--- config.mk ---
export PLATFORM = sky130hd
export DESIGN_NAME = matmul_tile_sequencer_flat
export DESIGN_NICKNAME = d
export VERILOG_FILES = /design/src/rtl/matmul_tile_sequencer_if.sv /design/src/rtl/matmul_tile_sequencer.sv /design/src/flat_wrapper.sv
export SDC_FILE = /design/constraint.sdc
export NUM_CORES = 1
export LEC_CHECK = 0
export BUFFER_PORTS_ARGS = -buffer_cell sky130_fd_sc_hd__buf_2
export CELL_PAD_IN_SITES_DETAIL_PLACEMENT = 1
export CELL_PAD_IN_SITES_GLOBAL_PLACEMENT = 2
export CORE_ASPECT_RATIO = 1.25
export CORE_MARGIN = 2
export CORE_UTILIZATION = 31
export DETAILED_ROUTE_END_ITERATION = 10
export PLACE_DENSITY = 0.76
export SLEW_MARGIN = 10
export SYNTH_ARGS = -nofsm -noshare
export SYNTH_HDL_FRONTEND = slang
export SYNTH_SLANG_ARGS = --single-unit
export TNS_END_PERCENT = 30
--- constraint.sdc ---
create_clock -name clk -period 2.5 [get_ports clk]
set_clock_uncertainty 0.15 [all_clocks]
set_input_delay 0 -clock clk [delete_from_list [all_inputs] [get_ports clk]]
set_output_delay 0 -clock clk [all_outputs]
set_load 0.005 [all_outputs]
--- src/rtl/matmul_tile_sequencer_if.sv ---
// Operand-read, MAC-steering and write-back signals between the tile
// sequencer (master) and the memory / MAC / output-buffer side (slave).
interface matmul_tile_sequencer_if #(
  parameter int WIDTH  = 32,
  parameter int HEIGHT = 32,
  parameter int DEPTH  = 32
);
  localparam int RW = (HEIGHT > 1) ? $clog2(HEIGHT) : 1;
  localparam int CW = (WIDTH  > 1) ? $clog2(WIDTH)  : 1;
  localparam int KW = (DEPTH  > 1) ? $clog2(DEPTH)  : 1;

  logic          rd_en;
  logic          rd_gnt;
  logic [RW-1:0] row_idx;
  logic [CW-1:0] col_idx;
  logic [KW-1:0] k_idx;
  logic          acc_clear;
  logic          acc_en;
  logic          wr_en;
  logic          wr_ready;

  modport master (
    output rd_en, row_idx, col_idx, k_idx, acc_clear, acc_en, wr_en,
    input  rd_gnt, wr_ready
  );

  modport slave (
    input  rd_en, row_idx, col_idx, k_idx, acc_clear, acc_en, wr_en,
    output rd_gnt, wr_ready
  );
endinterface

--- src/rtl/matmul_tile_sequencer.sv ---
// Control FSM for one HEIGHT x WIDTH output tile of the matmul datapath.
// Per element: DEPTH granted operand reads, PIPE_LAT drain cycles so the
// last operand reaches the MAC, then a ready-handshaked write-back.
// Optional: define MATMUL_SEQ_PERF_EN to add the o_stall_cycles counter.
module matmul_tile_sequencer #(
  parameter int WIDTH    = 32,
  parameter int HEIGHT   = 32,
  parameter int DEPTH    = 32,
  parameter int PIPE_LAT = 2
) (
  input  logic        clk,
  input  logic        rst,
  input  logic        i_start,
  input  logic        i_abort,
  output logic        o_busy,
  output logic        o_done,
`ifdef MATMUL_SEQ_PERF_EN
  output logic [31:0] o_stall_cycles,
`endif
  matmul_tile_sequencer_if.master bus
);
  localparam int RW = (HEIGHT   > 1) ? $clog2(HEIGHT)   : 1;
  localparam int CW = (WIDTH    > 1) ? $clog2(WIDTH)    : 1;
  localparam int KW = (DEPTH    > 1) ? $clog2(DEPTH)    : 1;
  localparam int DW = (PIPE_LAT > 1) ? $clog2(PIPE_LAT) : 1;

  typedef enum logic [2:0] {S_IDLE, S_ISSUE, S_DRAIN, S_WRITE, S_DONE} state_t;

  state_t              r_state, w_next;
  logic [RW-1:0]       r_row;
  logic [CW-1:0]       r_col;
  logic [KW-1:0]       r_k;
  logic [DW-1:0]       r_drain;
  logic [PIPE_LAT-1:0] r_en_pipe, r_clr_pipe;

  logic w_grant, w_k_last, w_drain_last, w_col_last, w_row_last, w_wr_acc;

  assign w_grant      = (r_state == S_ISSUE) & bus.rd_gnt;
  assign w_k_last     = (r_k == KW'(DEPTH - 1));
  assign w_drain_last = (r_drain == DW'(PIPE_LAT - 1));
  assign w_col_last   = (r_col == CW'(WIDTH - 1));
  assign w_row_last   = (r_row == RW'(HEIGHT - 1));
  // An abort in WRITE kills wr_en in the same cycle, so no write is accepted.
  assign w_wr_acc     = (r_state == S_WRITE) & bus.wr_ready & ~i_abort;

  // State register
  always_ff @(posedge clk) begin
    if (!rst) r_state <= S_IDLE;
    else      r_state <= w_next;
  end

  // Next-state logic; abort from any state forces IDLE
  always_comb begin
    w_next = r_state;
    case (r_state)
      S_IDLE:  if (i_start) w_next = S_ISSUE;
      S_ISSUE: if (w_grant && w_k_last) w_next = S_DRAIN;
      S_DRAIN: if (w_drain_last) w_next = S_WRITE;
      S_WRITE: if (bus.wr_ready) w_next = (w_col_last && w_row_last) ? S_DONE : S_ISSUE;
      S_DONE:  w_next = S_IDLE;
      default: w_next = S_IDLE;
    endcase
    if (i_abort) w_next = S_IDLE;
  end

  // Element / inner-product indices and drain counter
  always_ff @(posedge clk) begin
    if (!rst || i_abort) begin
      r_row   <= '0;
      r_col   <= '0;
      r_k     <= '0;
      r_drain <= '0;
    end else begin
      case (r_state)
        S_IDLE: begin
          r_row <= '0;
          r_col <= '0;
          r_k   <= '0;
        end
        S_ISSUE: if (w_grant) r_k <= w_k_last ? '0 : r_k + KW'(1);
        S_DRAIN: r_drain <= w_drain_last ? '0 : r_drain + DW'(1);
        S_WRITE: if (w_wr_acc) begin
          if (!w_col_last) begin
            r_col <= r_col + CW'(1);
          end else if (!w_row_last) begin
            r_col <= '0;
            r_row <= r_row + RW'(1);
          end
        end
        S_DONE: begin
          r_row <= '0;
          r_col <= '0;
          r_k   <= '0;
        end
        default: ;
      endcase
    end
  end

  // Grant pipeline: delays each granted read (and its k==0 flag) to the MAC
  always_ff @(posedge clk) begin
    if (!rst || i_abort) begin
      r_en_pipe  <= '0;
      r_clr_pipe <= '0;
    end else begin
      r_en_pipe[0]  <= w_grant;
      r_clr_pipe[0] <= w_grant & (r_k == '0);
      for (int i = 1; i < PIPE_LAT; i++) begin
        r_en_pipe[i]  <= r_en_pipe[i-1];
        r_clr_pipe[i] <= r_clr_pipe[i-1];
      end
    end
  end

`ifdef MATMUL_SEQ_PERF_EN
  logic [31:0] r_stall;
  // Stall counter: starved reads plus back-pressured writes, saturating
  always_ff @(posedge clk) begin
    if (!rst)
      r_stall <= '0;
    else if (r_state == S_IDLE && i_start && !i_abort)
      r_stall <= '0;
    else if (((r_state == S_ISSUE && !bus.rd_gnt) ||
              (r_state == S_WRITE && !bus.wr_ready)) && r_stall != '1)
      r_stall <= r_stall + 32'd1;
  end
  assign o_stall_cycles = r_stall;
`endif

  assign bus.rd_en     = (r_state == S_ISSUE);
  assign bus.row_idx   = r_row;
  assign bus.col_idx   = r_col;
  assign bus.k_idx     = r_k;
  assign bus.acc_en    = r_en_pipe[PIPE_LAT-1];
  assign bus.acc_clear = r_clr_pipe[PIPE_LAT-1];
  assign bus.wr_en     = (r_state == S_WRITE) & ~i_abort;
  assign o_busy        = (r_state != S_IDLE);
  assign o_done        = (r_state == S_DONE) & ~i_abort;
endmodule

--- src/flat_wrapper.sv ---
// flat-port wrapper written by rule: the top's interface ports become plain ports
module matmul_tile_sequencer_flat 
#(
  parameter int WIDTH    = 32,
  parameter int HEIGHT   = 32,
  parameter int DEPTH    = 32,
  parameter int PIPE_LAT = 2
)
  (clk, rst, i_start, i_abort, o_busy, o_done, bus_rd_en, bus_row_idx, bus_col_idx, bus_k_idx, bus_acc_clear, bus_acc_en, bus_wr_en, bus_rd_gnt, bus_wr_ready);
  matmul_tile_sequencer_if #(.WIDTH(WIDTH), .HEIGHT(HEIGHT), .DEPTH(DEPTH)) bus_i ();
  input  logic clk;
  input  logic rst;
  input  logic i_start;
  input  logic i_abort;
  output logic o_busy;
  output logic o_done;
  output wire logic [$bits(bus_i.rd_en)-1:0] bus_rd_en;
  output wire logic [$bits(bus_i.row_idx)-1:0] bus_row_idx;
  output wire logic [$bits(bus_i.col_idx)-1:0] bus_col_idx;
  output wire logic [$bits(bus_i.k_idx)-1:0] bus_k_idx;
  output wire logic [$bits(bus_i.acc_clear)-1:0] bus_acc_clear;
  output wire logic [$bits(bus_i.acc_en)-1:0] bus_acc_en;
  output wire logic [$bits(bus_i.wr_en)-1:0] bus_wr_en;
  input wire logic [$bits(bus_i.rd_gnt)-1:0] bus_rd_gnt;
  input wire logic [$bits(bus_i.wr_ready)-1:0] bus_wr_ready;
  assign bus_rd_en = bus_i.rd_en;
  assign bus_row_idx = bus_i.row_idx;
  assign bus_col_idx = bus_i.col_idx;
  assign bus_k_idx = bus_i.k_idx;
  assign bus_acc_clear = bus_i.acc_clear;
  assign bus_acc_en = bus_i.acc_en;
  assign bus_wr_en = bus_i.wr_en;
  assign bus_i.rd_gnt = bus_rd_gnt;
  assign bus_i.wr_ready = bus_wr_ready;
  matmul_tile_sequencer #(.WIDTH(WIDTH), .HEIGHT(HEIGHT), .DEPTH(DEPTH), .PIPE_LAT(PIPE_LAT)) u_core (.clk(clk), .rst(rst), .i_start(i_start), .i_abort(i_abort), .o_busy(o_busy), .o_done(o_done), .bus(bus_i));
endmodule
# ---- After elaboration in Yosys (flattened, before gate mapping)
# Cells that the tools add are included.
dict set report totals {
  ff_bits 23
  latchBits 0
  ramBits 0
  rom_bits 0
  inputBits 6
  output_inout_bits 21
  word_cells 68
  mem_count 0
}
dict set report classes {
  add_sub_neg 4
  n_mul 0
  n_div 0
  n_lt_le_gt_ge 0
  eq_ne 16
  shifts 0
  mux 18
  bitwise 8
  reduce_logical 15
}
# op count
set op_table {}
lappend op_table {{2-to-1 mux 5 bit} 8}
lappend op_table {{one-hot mux 5 bit (2 select lines)} 3}
lappend op_table {{adder 5 x 1 -> 5 bit (second input constant)} 3}
lappend op_table {{== test 5 bit (second input constant)} 3}
lappend op_table {{2-to-1 mux 3 bit} 5}
lappend op_table {{one-hot mux 3 bit (4 select lines)} 1}
lappend op_table {{inequality test 2 x 1 -> 1 bit (second input constant)} 5}
lappend op_table {{AND reduction 4 bit} 2}
lappend op_table {{AND 1 bit} 6}
lappend op_table {{== test 3 x 2 -> 1 bit (second input constant)} 2}
lappend op_table {{inequality test 2 bit (second input constant)} 3}
lappend op_table {{logical NOT 5 bit} 1}
lappend op_table {{nonzero test 2 bit} 2}
lappend op_table {{OR reduction 2 bit} 2}
lappend op_table {{== test 3 x 1 -> 1 bit (second input constant)} 1}
lappend op_table {{== test 3 bit (second input constant)} 1}
lappend op_table {{logical NOT 3 bit} 1}
lappend op_table {{inequality test 3 bit (second input constant)} 1}
lappend op_table {{AND reduction 3 bit} 1}
lappend op_table {{nonzero test 3 bit} 1}
lappend op_table {{logical AND 1 bit} 2}
lappend op_table {{inverter 1 bit} 2}
lappend op_table {{AND reduction 2 bit} 1}
lappend op_table {{adder 1 bit (second input constant)} 1}
lappend op_table {{3 further kinds} 3}

# ---- Depth between registers and ports, before layout
# Gate-level depths: netlist of run 1.
dict set report logic_depth {
  ltp_word 5
  ltp_mapped 8
  mapped_depth_nobuf 7
}

# ---- Least setup slack after synthesis of run 1
# OpenSTA, ideal clock, no wires.
dict set report synth_path {
  path_kind {register -> register}
  start {register u_core.r_k[0], in the netlist u_core.bus.k_idx[0]}
  end {register u_core.r_state[0]}
  t_arrival_ns 1.784
  required_time_ns 2.255
  path_slack_ns 0.471
  stages_incl_launch_ff 8
  path_buffers 0
  period_less_slack_ns 2.029
  path_cell_list {dfxtp_1 > ha_1 > and3_1 > ha_1 > and3_1 > a2111oi_4 > a31oi_1 > a221oi_1}
}
dict set report synth_via {
  elab_chain_len 4
}
# item line_no
set synth_rtl {}
lappend synth_rtl {{from (decl)} matmul_tile_sequencer.sv:32} ;# logic [KW-1:0] r_k;
lappend synth_rtl {{from (signal assigned)} matmul_tile_sequencer.sv:80} ;# S_ISSUE: if (w_grant) r_k <= w_k_last ? '0 : r_k + KW'(1);
lappend synth_rtl {{== test 5 bit} matmul_tile_sequencer.sv:39} ;# assign w_k_last = (r_k == KW'(DEPTH - 1));
lappend synth_rtl {{logical AND 1 bit} matmul_tile_sequencer.sv:57} ;# S_ISSUE: if (w_grant && w_k_last) w_next = S_DRAIN;
lappend synth_rtl {{inequality test 2 x 1 -> 1 bit (no line)} -}
lappend synth_rtl {{AND reduction 4 bit (no line)} -}
lappend synth_rtl {{to (signal assigned)} matmul_tile_sequencer.sv:49} ;# else r_state <= w_next;
lappend synth_rtl {{to (decl)} matmul_tile_sequencer.sv:29} ;# state_t r_state, w_next;
# No other way between the ends.
# A chain may end at the register's enable or synchronous reset.

# ---- Worst setup path in the final report of run 1
# Ends and elaborated chain as after synthesis.

==> run_results.csv, run 1 <==
group,metric,value,unit
yosys,synth_xor_area_frac,0.0146,
grt,grt_antenna_before_repair,0,
worst_setup_path,path_cells,"ha_1 > and3_1 > ha_1 > and3_1 > a2111oi_4 > a31oi_1 > a221oi_1",
grt,overflow,0,
clocking,cts_root_buf,"clkbuf_8",
yosys,yosysSeqAreaShare,0.384,
sta,setup-tns-final,0,ns
sta,finalHoldViolCount,0,
power,seq_power_share,0.572,
clocking,cts_resized,0,
place,place.gp.congestion,0.796,
yosys,yosysWarnings,0,
worst_setup_path,cp-start-kind,"flop",
worst_setup_path,critical_path_arrival,2.28,ns
power,switchingPower,0.149,mW
yosys,ys_types,41,
worst_setup_path,crit_required,2.52,ns
yosys,synthArstFlopShare,0,
sta,rsz0062_at_grt,"false",
yosys,syn_nets,148,
detailed_routing,via_per_inst,5.53,
yosys,synth_compound_area_frac,0.148,
cells_and_area,synthToLayoutAreaGrowth,18.5,%
floorplanning,io_pins,27,
worst_setup_path,timing.rr.end,"u_core.r_state[0]",
grt,grt_max_degree,13,
worst_setup_path,cpPeakStageDelay,0.37,ns
worst_setup_path,cp-endpoint,"u_core.r_state[0]",
clocking,cts_setup_buffers,0,
cells_and_area,layout.cells.non_filler,202,
worst_setup_path,cp_max_fo,7,
floorplanning,initial_utilization,0.320,
yosys,syn_area_per_cell,8.89,µm²
power,power_density,456,nW/µm²
cells_and_area,fill_cells,455,
detailed_routing,antenna_left,0,
sta,post-route-min-period,2.27,ns
cells_and_area,final_nets,176,
detailed_routing,drt_wl_total,3190,µm
clocking,clock_sinks,23,
power,peakVddDrop,0.000174,V
place,dp_cells,196,
flow_run,drv_cap,0,
grt,track_usage,0.163,
clocking,htreeDepth,1,
worst_setup_path,rr_worst_depth,7,
detailed_routing,firstDrtPassIters,5,
power,cellInternalPower,0.499,mW
clocking,clkTransAtPathRegs,0.08,ns
yosys,synth_top_family_by_area,"simple AND/OR/NAND/NOR gates",
yosys,muxShareOfSynthArea,0.0501,
clocking,cts_buffers,3,
worst_hold_path,hold_path.class,"primary input to flop",
worst_setup_path,crit_start,"u_core.bus.k_idx[0]",
power,switching_share,0.230,
detailed_routing,wl_per_cell,15.8,µm
worst_setup_path,cpMaxStageDelayCell,"dfxtp_1",
sta,maxSlewHeadroom,0.667,
power,p_comb_frac,0.061,
yosys,netlist_instances,135,
floorplanning,die_area,4390,µm²
yosys,synth_area_leaders,"dfxtp_1, ha_1, nor2_1, mux2i_1, and3_1",
yosys,yosysTopAreaCell,"dfxtp_1",
floorplanning,die_w,59.6,µm
worst_setup_path,setup.worst_path.end_class,"flop",
cells_and_area,layout-drive-gt1-share,0.216,
clocking,cts_buffer_depth,2,
yosys,synth_flop_cell,"dfxtp_1",
yosys,synth-simple-area-share,0.273,
yosys,ys_ff_latch,23,
sta,fin_crit_sh,0.907,
sta,tightest_slew,0.498,ns
detailed_routing,drt-initial-drc-count,49,
floorplanning,core_area,3750,µm²
power,pwr-share-clk,0.367,
floorplanning,rows,25,
cells_and_area,diodes,0,
place,port_buffers,26,
power,leakagePower,0.630,nW
sta,fmax,0.441,GHz
yosys,synth_top_area_frac,0.384,
yosys,syn_area,1200,µm²
detailed_routing,drc,0,
detailed_routing,num_vias,1118,
grt,grt_pass1_vias,1198,
yosys,synth_fa_ha_area_frac,0.0730,
worst_setup_path,r2r-start,"u_core.bus.k_idx[0]",
worst_setup_path,crit_type,"flop to flop",
sta,finalSetupViolations,0,
worst_setup_path,ff2ff_setup_slack,0.23,ns
yosys,synth-edff-count,0,
place,dp_hpwl,2420,µm
outcome,outcome,"finished clean",
clocking,cts_tree,"done",
floorplanning,die_h,73.6,µm
grt,grt_pass1_wl,5480,µm
clocking,clkLatencyLatePin,0.26,ns
sta,maxSlewViolCount,0,
[cells in the mapped netlist, types with 3 or more instances]
master,n
inv_1,5
a31oi_1,4
nand2_1,7
dfxtp_1,23
nand3_1,6
ha_1,7
buf_2,4
nor2_1,18
and3_1,6
a21oi_1,7
o211ai_1,3
o21ai_0,3
mux2i_1,6
[power by group through the flow]
stage,combinational (mW),sequential (mW),clock (mW)
after floorplan,0.0248,0.377,0
after global placement,0.0363,0.379,0
after detailed placement,0.0375,0.379,0
after CTS,0.0401,0.371,0.248
after global routing,0.0435,0.371,0.261
final,0.0397,0.371,0.238
[per-layer routing]
| layer | GRT usage | wire length [µm] |
|---|---|---|
| met1 | 0.184 | 1330 |
| met2 | 0.297 | 1730 |
| met3 | 0.0229 | 89 |
| met4 | 0.0691 | 42 |
| met5 | 0 | 0 |
[flip-flops by register name, summed over array words and instances, names as in the netlist]
signal,cells
u_core.r_clr_pipe,2
u_core.bus.col_idx,5
u_core.r_drain,1
u_core.r_state,3
u_core.bus.row_idx,5
u_core.r_en_pipe,2
u_core.bus.k_idx,5
[worst min path at each step]
stage / to / startpoint / depth (start not counted)
3_5_place_dp: o_done / i_abort / 3
6_report: u_core.r_drain / i_abort / 3
5_1_grt: u_core.r_drain / i_abort / 3
2_1_floorplan: o_done / i_abort / 1
4_1_cts: u_core.r_drain / i_abort / 3
3_3_place_gp: o_done / i_abort / 3
[layout by cell type, fill, tap and decap left out, drive strengths merged, types with 2 or more instances in the layout]
master,netlist,routed
clkbuf,2,4
nor3,2,2
buf,6,29
and3,6,6
inv,6,6
or4b,2,2
ha,7,7
nand3,6,6
nor2,18,18
dfxtp,23,23
nand3b,2,2
o211ai,3,3
o21ai,5,5
nor3b,2,2
nor4,2,2
nand4bb,2,2
nand2,7,7
dlygate4sd3,0,2
a21oi,7,7
a31oi,4,4
mux2i,6,6
and2,2,2
[critical path: cells and delay by family, from the launching register on]
kind	cells	cell delay, ns
flip-flops	1	0.37
AND/OR/NAND/NOR	2	0.41
adder cells (fa/ha/maj)	2	0.50
AO/OA/AOI/OAI	3	0.73
[cell families (layout without fill, tap and decap cells)]
kind of cell | count (synthesis) | in the layout
XOR/XNOR | 2 | 2
buffers and inverters | 14 | 41
AO/OA/AOI/OAI | 25 | 25
multiplexers | 6 | 6
AND/OR/NAND/NOR | 58 | 58
flip-flops | 23 | 23
adder cells (fa/ha/maj) | 7 | 7
[cell type report]
cell class                      instances  area (µm²)  share of cell area
Multi-Input combinational cell         98         671               0.472
Sequential cell                        23         460               0.324
Timing Repair Buffer                   31         173               0.121
Tap cell                               40        50.0              0.0352
Clock buffer                            4        45.0              0.0317
Inverter                                6        22.5              0.0158
[through the flow]
step	utilization	worst slack [ns]	power, mW	cell area [µm²]	hold WS [ns]
detailed placement	0.361	0.257	0.417	1360	0.130
global placement	0.361	0.384	0.416	1360	0.125
global route	0.379	0.0967	0.676	1420	0.00727
CTS	0.379	0.229	0.659	1420	0.00121
floorplan	-	0.471	0.402	1200	-0.120
finish	0.379	0.233	0.648	1420	0.00512
[repair_timing]
action | CTS | global route
endpoints found under the setup margin | 0 | 0
endpoints found under the hold margin | 3 | 0
hold buffers | 2 | 0
No activity file was read; power rests on OpenSTA's default activity.
==> run 2, diff against run 1 <==
==> constraint.sdc (replaced) <==
create_clock -name clk -period 2.55 [get_ports clk]
set_clock_uncertainty 0.15 [all_clocks]
set_input_delay 0 -clock clk [delete_from_list [all_inputs] [get_ports clk]]
set_output_delay 0 -clock clk [all_outputs]
set_load 0.005 [all_outputs]
==> run 2 against run 1 <==
Compared with the run above:
- the run now ends with hold timing left
- global-route usage is 0.43 points lower
- worst hold slack lost 0.0071 ns
- first-iteration DRC count fell by 31%
- sequential power down 2%
- flip-flop and latch count stayed put
- sequential share of layout area stayed put
- count of clock-buffer cells in the layout is the same
- fmax grew 2.6%
- power down 2.4%
- via count fell by 2.2%
- critical path type unchanged
==> run_results.csv, run 2 (synthesis results as in run 1) <==
group,metric,value,unit
outcome,outcome,"finished with violations",
clocking,cts_root_buf,"clkbuf_8",
worst_setup_path,critPathTopFamily,"compound AO/OA/AOI/OAI gates",
worst_setup_path,timing.rr.end,"u_core.r_state[0]",
worst_setup_path,path_cells,"ha_1 > and3_1 > ha_1 > and3_1 > a2111oi_4 > a31oi_1 > a221oi_1",
outcome,failed_checks,"hold timing",
sta,whs,-0.00203,ns
sta,post-route-min-period,2.21,ns
worst_hold_path,hold_start,"i_abort",
detailed_routing,via_per_inst,5.41,
power,power_density,445,nW/µm²
worst_hold_path,hold_path.class,"primary input to flop",
clocking,cts_buffers,3,
detailed_routing,met1_length,1350,µm
grt,track_usage,0.159,
worst_setup_path,cpMaxStageDelayCell,"dfxtp_1",
worst_hold_path,whs_path_depth,3,
worst_setup_path,cpPeakStageDelay,0.38,ns
worst_setup_path,rr_worst_depth,7,
detailed_routing,drc,0,
worst_setup_path,cp_max_fo,7,
clocking,clkTransAtPathRegs,0.09,ns
grt,grt_max_degree,13,
power,power,0.632,mW
clocking,clkLatencyLatePin,0.26,ns
worst_setup_path,critical_path_arrival,2.23,ns
clocking,cts_resized,0,
cells_and_area,postLayoutCoreUtil,0.379,
detailed_routing,dr_wl_met2,1640,µm
cells_and_area,final_nets,176,
cells_and_area,layout-drive-gt1-share,0.216,
sta,finalSetupViolations,0,
power,leakagePower,0.630,nW
detailed_routing,drt_wl_total,3100,µm
sta,maxSlewViolCount,0,
cells_and_area,diodes,0,
sta,rsz0062_at_grt,"false",
detailed_routing,wl_met3,85,µm
worst_setup_path,setup.worst_path.end_class,"flop",
clocking,cts_buffer_depth,2,
floorplanning,rows,25,
sta,maxSlewHeadroom,0.665,
worst_setup_path,ff2ff_setup_slack,0.34,ns
grt,grt_pass1_vias,1131,
worst_setup_path,crit_required,2.57,ns
floorplanning,core_area,3750,µm²
floorplanning,io_pins,27,
sta,finalHoldViolCount,1,
place,place.gp.congestion,0.781,
grt,grt_pass1_wl,5350,µm
detailed_routing,antenna_left,0,
sta,fmax,0.452,GHz
detailed_routing,num_vias,1093,
detailed_routing,wl_per_cell,15.3,µm
clocking,htreeDepth,1,
power,peakVddDrop,0.000264,V
clocking,cts_hold_buf,2,
sta,fin_crit_sh,0.867,
clocking,cts_setup_buffers,0,
floorplanning,die_h,73.6,µm
cells_and_area,synthToLayoutAreaGrowth,18.5,%
place,dp_cells,196,
place,port_buffers,26,
clocking,cts_tree,"done",
worst_setup_path,crit_type,"flop to flop",
flow_run,drv_cap,0,
detailed_routing,firstDrtPassIters,3,
cells_and_area,layout_commonest_cell,"buf_2",
worst_setup_path,r2r-start,"u_core.bus.k_idx[0]",
floorplanning,die_area,4390,µm²
worst_setup_path,cp-start-kind,"flop",
sta,tightest_slew,0.501,ns
cells_and_area,mostFrequentLayoutCells,"buf_2, dfxtp_1, nor2_1",
worst_hold_path,holdPathEnd,"u_core.r_drain",
clocking,clock_sinks,23,
detailed_routing,dr.max_layer_used,"met4",
cells_and_area,layout.cells.non_filler,202,
sta,setup-tns-final,0,ns
cells_and_area,fill_cells,460,
grt,overflow,0,
grt,grt_antenna_before_repair,0,
floorplanning,initial_utilization,0.320,
floorplanning,die_w,59.6,µm
worst_setup_path,crit_buf_inv,0,
place,dp_hpwl,2360,µm
detailed_routing,drt-initial-drc-count,34,
-- run 2: final cells by class --
class                      instances  area (µm²)  area share
clock buffer                       4        45.0      0.0317
inverter                           6        22.5      0.0158
multi-input combinational         98         671       0.472
sequential                        23         460       0.324
tap                               40        50.0      0.0352
timing repair buffer              31         173       0.121
-- run 2: worst max-delay path by stage --
| stage | endpoint | cells after the start | slack (ns) | start |
|---|---|---|---|---|
| finish | u_core.r_state[0] | 7 | 0.34 | u_core.bus.k_idx[0] |
| global route | u_core.r_state[0] | 7 | 0.14 | u_core.bus.k_idx[0] |
| detailed placement | u_core.r_state[0] | 7 | 0.36 | u_core.bus.k_idx[0] |
| global placement | u_core.r_state[0] | 7 | 0.44 | u_core.bus.k_idx[0] |
| CTS | u_core.r_state[0] | 7 | 0.34 | u_core.bus.k_idx[0] |
| floorplan | u_core.r_state[0] | 7 | 0.52 | u_core.bus.k_idx[0] |
-- run 2: worst min-delay path: stages --
cell and delay (ns):
buf_2 0.12, nand2b_1 0.19, nor2_1 0.07
-- run 2: routing by layer --
layer  vias up  track usage
met5         -            0
met4         0       0.0519
met3         2       0.0229
met2        16        0.287
met1       534        0.187
li1        541            -
-- run 2: stage by stage --
stage | setup slack, ns | area, µm²
after floorplan | 0.521 | 1200
after global placement | 0.437 | 1360
after detailed placement | 0.360 | 1360
after CTS | 0.340 | 1420
after global routing | 0.143 | 1420
final | 0.339 | 1420
-- run 2: where the power goes --
| group | internal, mW | switching [mW] | leakage [nW] |
|---|---|---|---|
| clock | 0.111 | 0.119 | 0.0228 |
| sequential | 0.360 | 0.00310 | 0.185 |
| combinational | 0.0174 | 0.0209 | 0.422 |
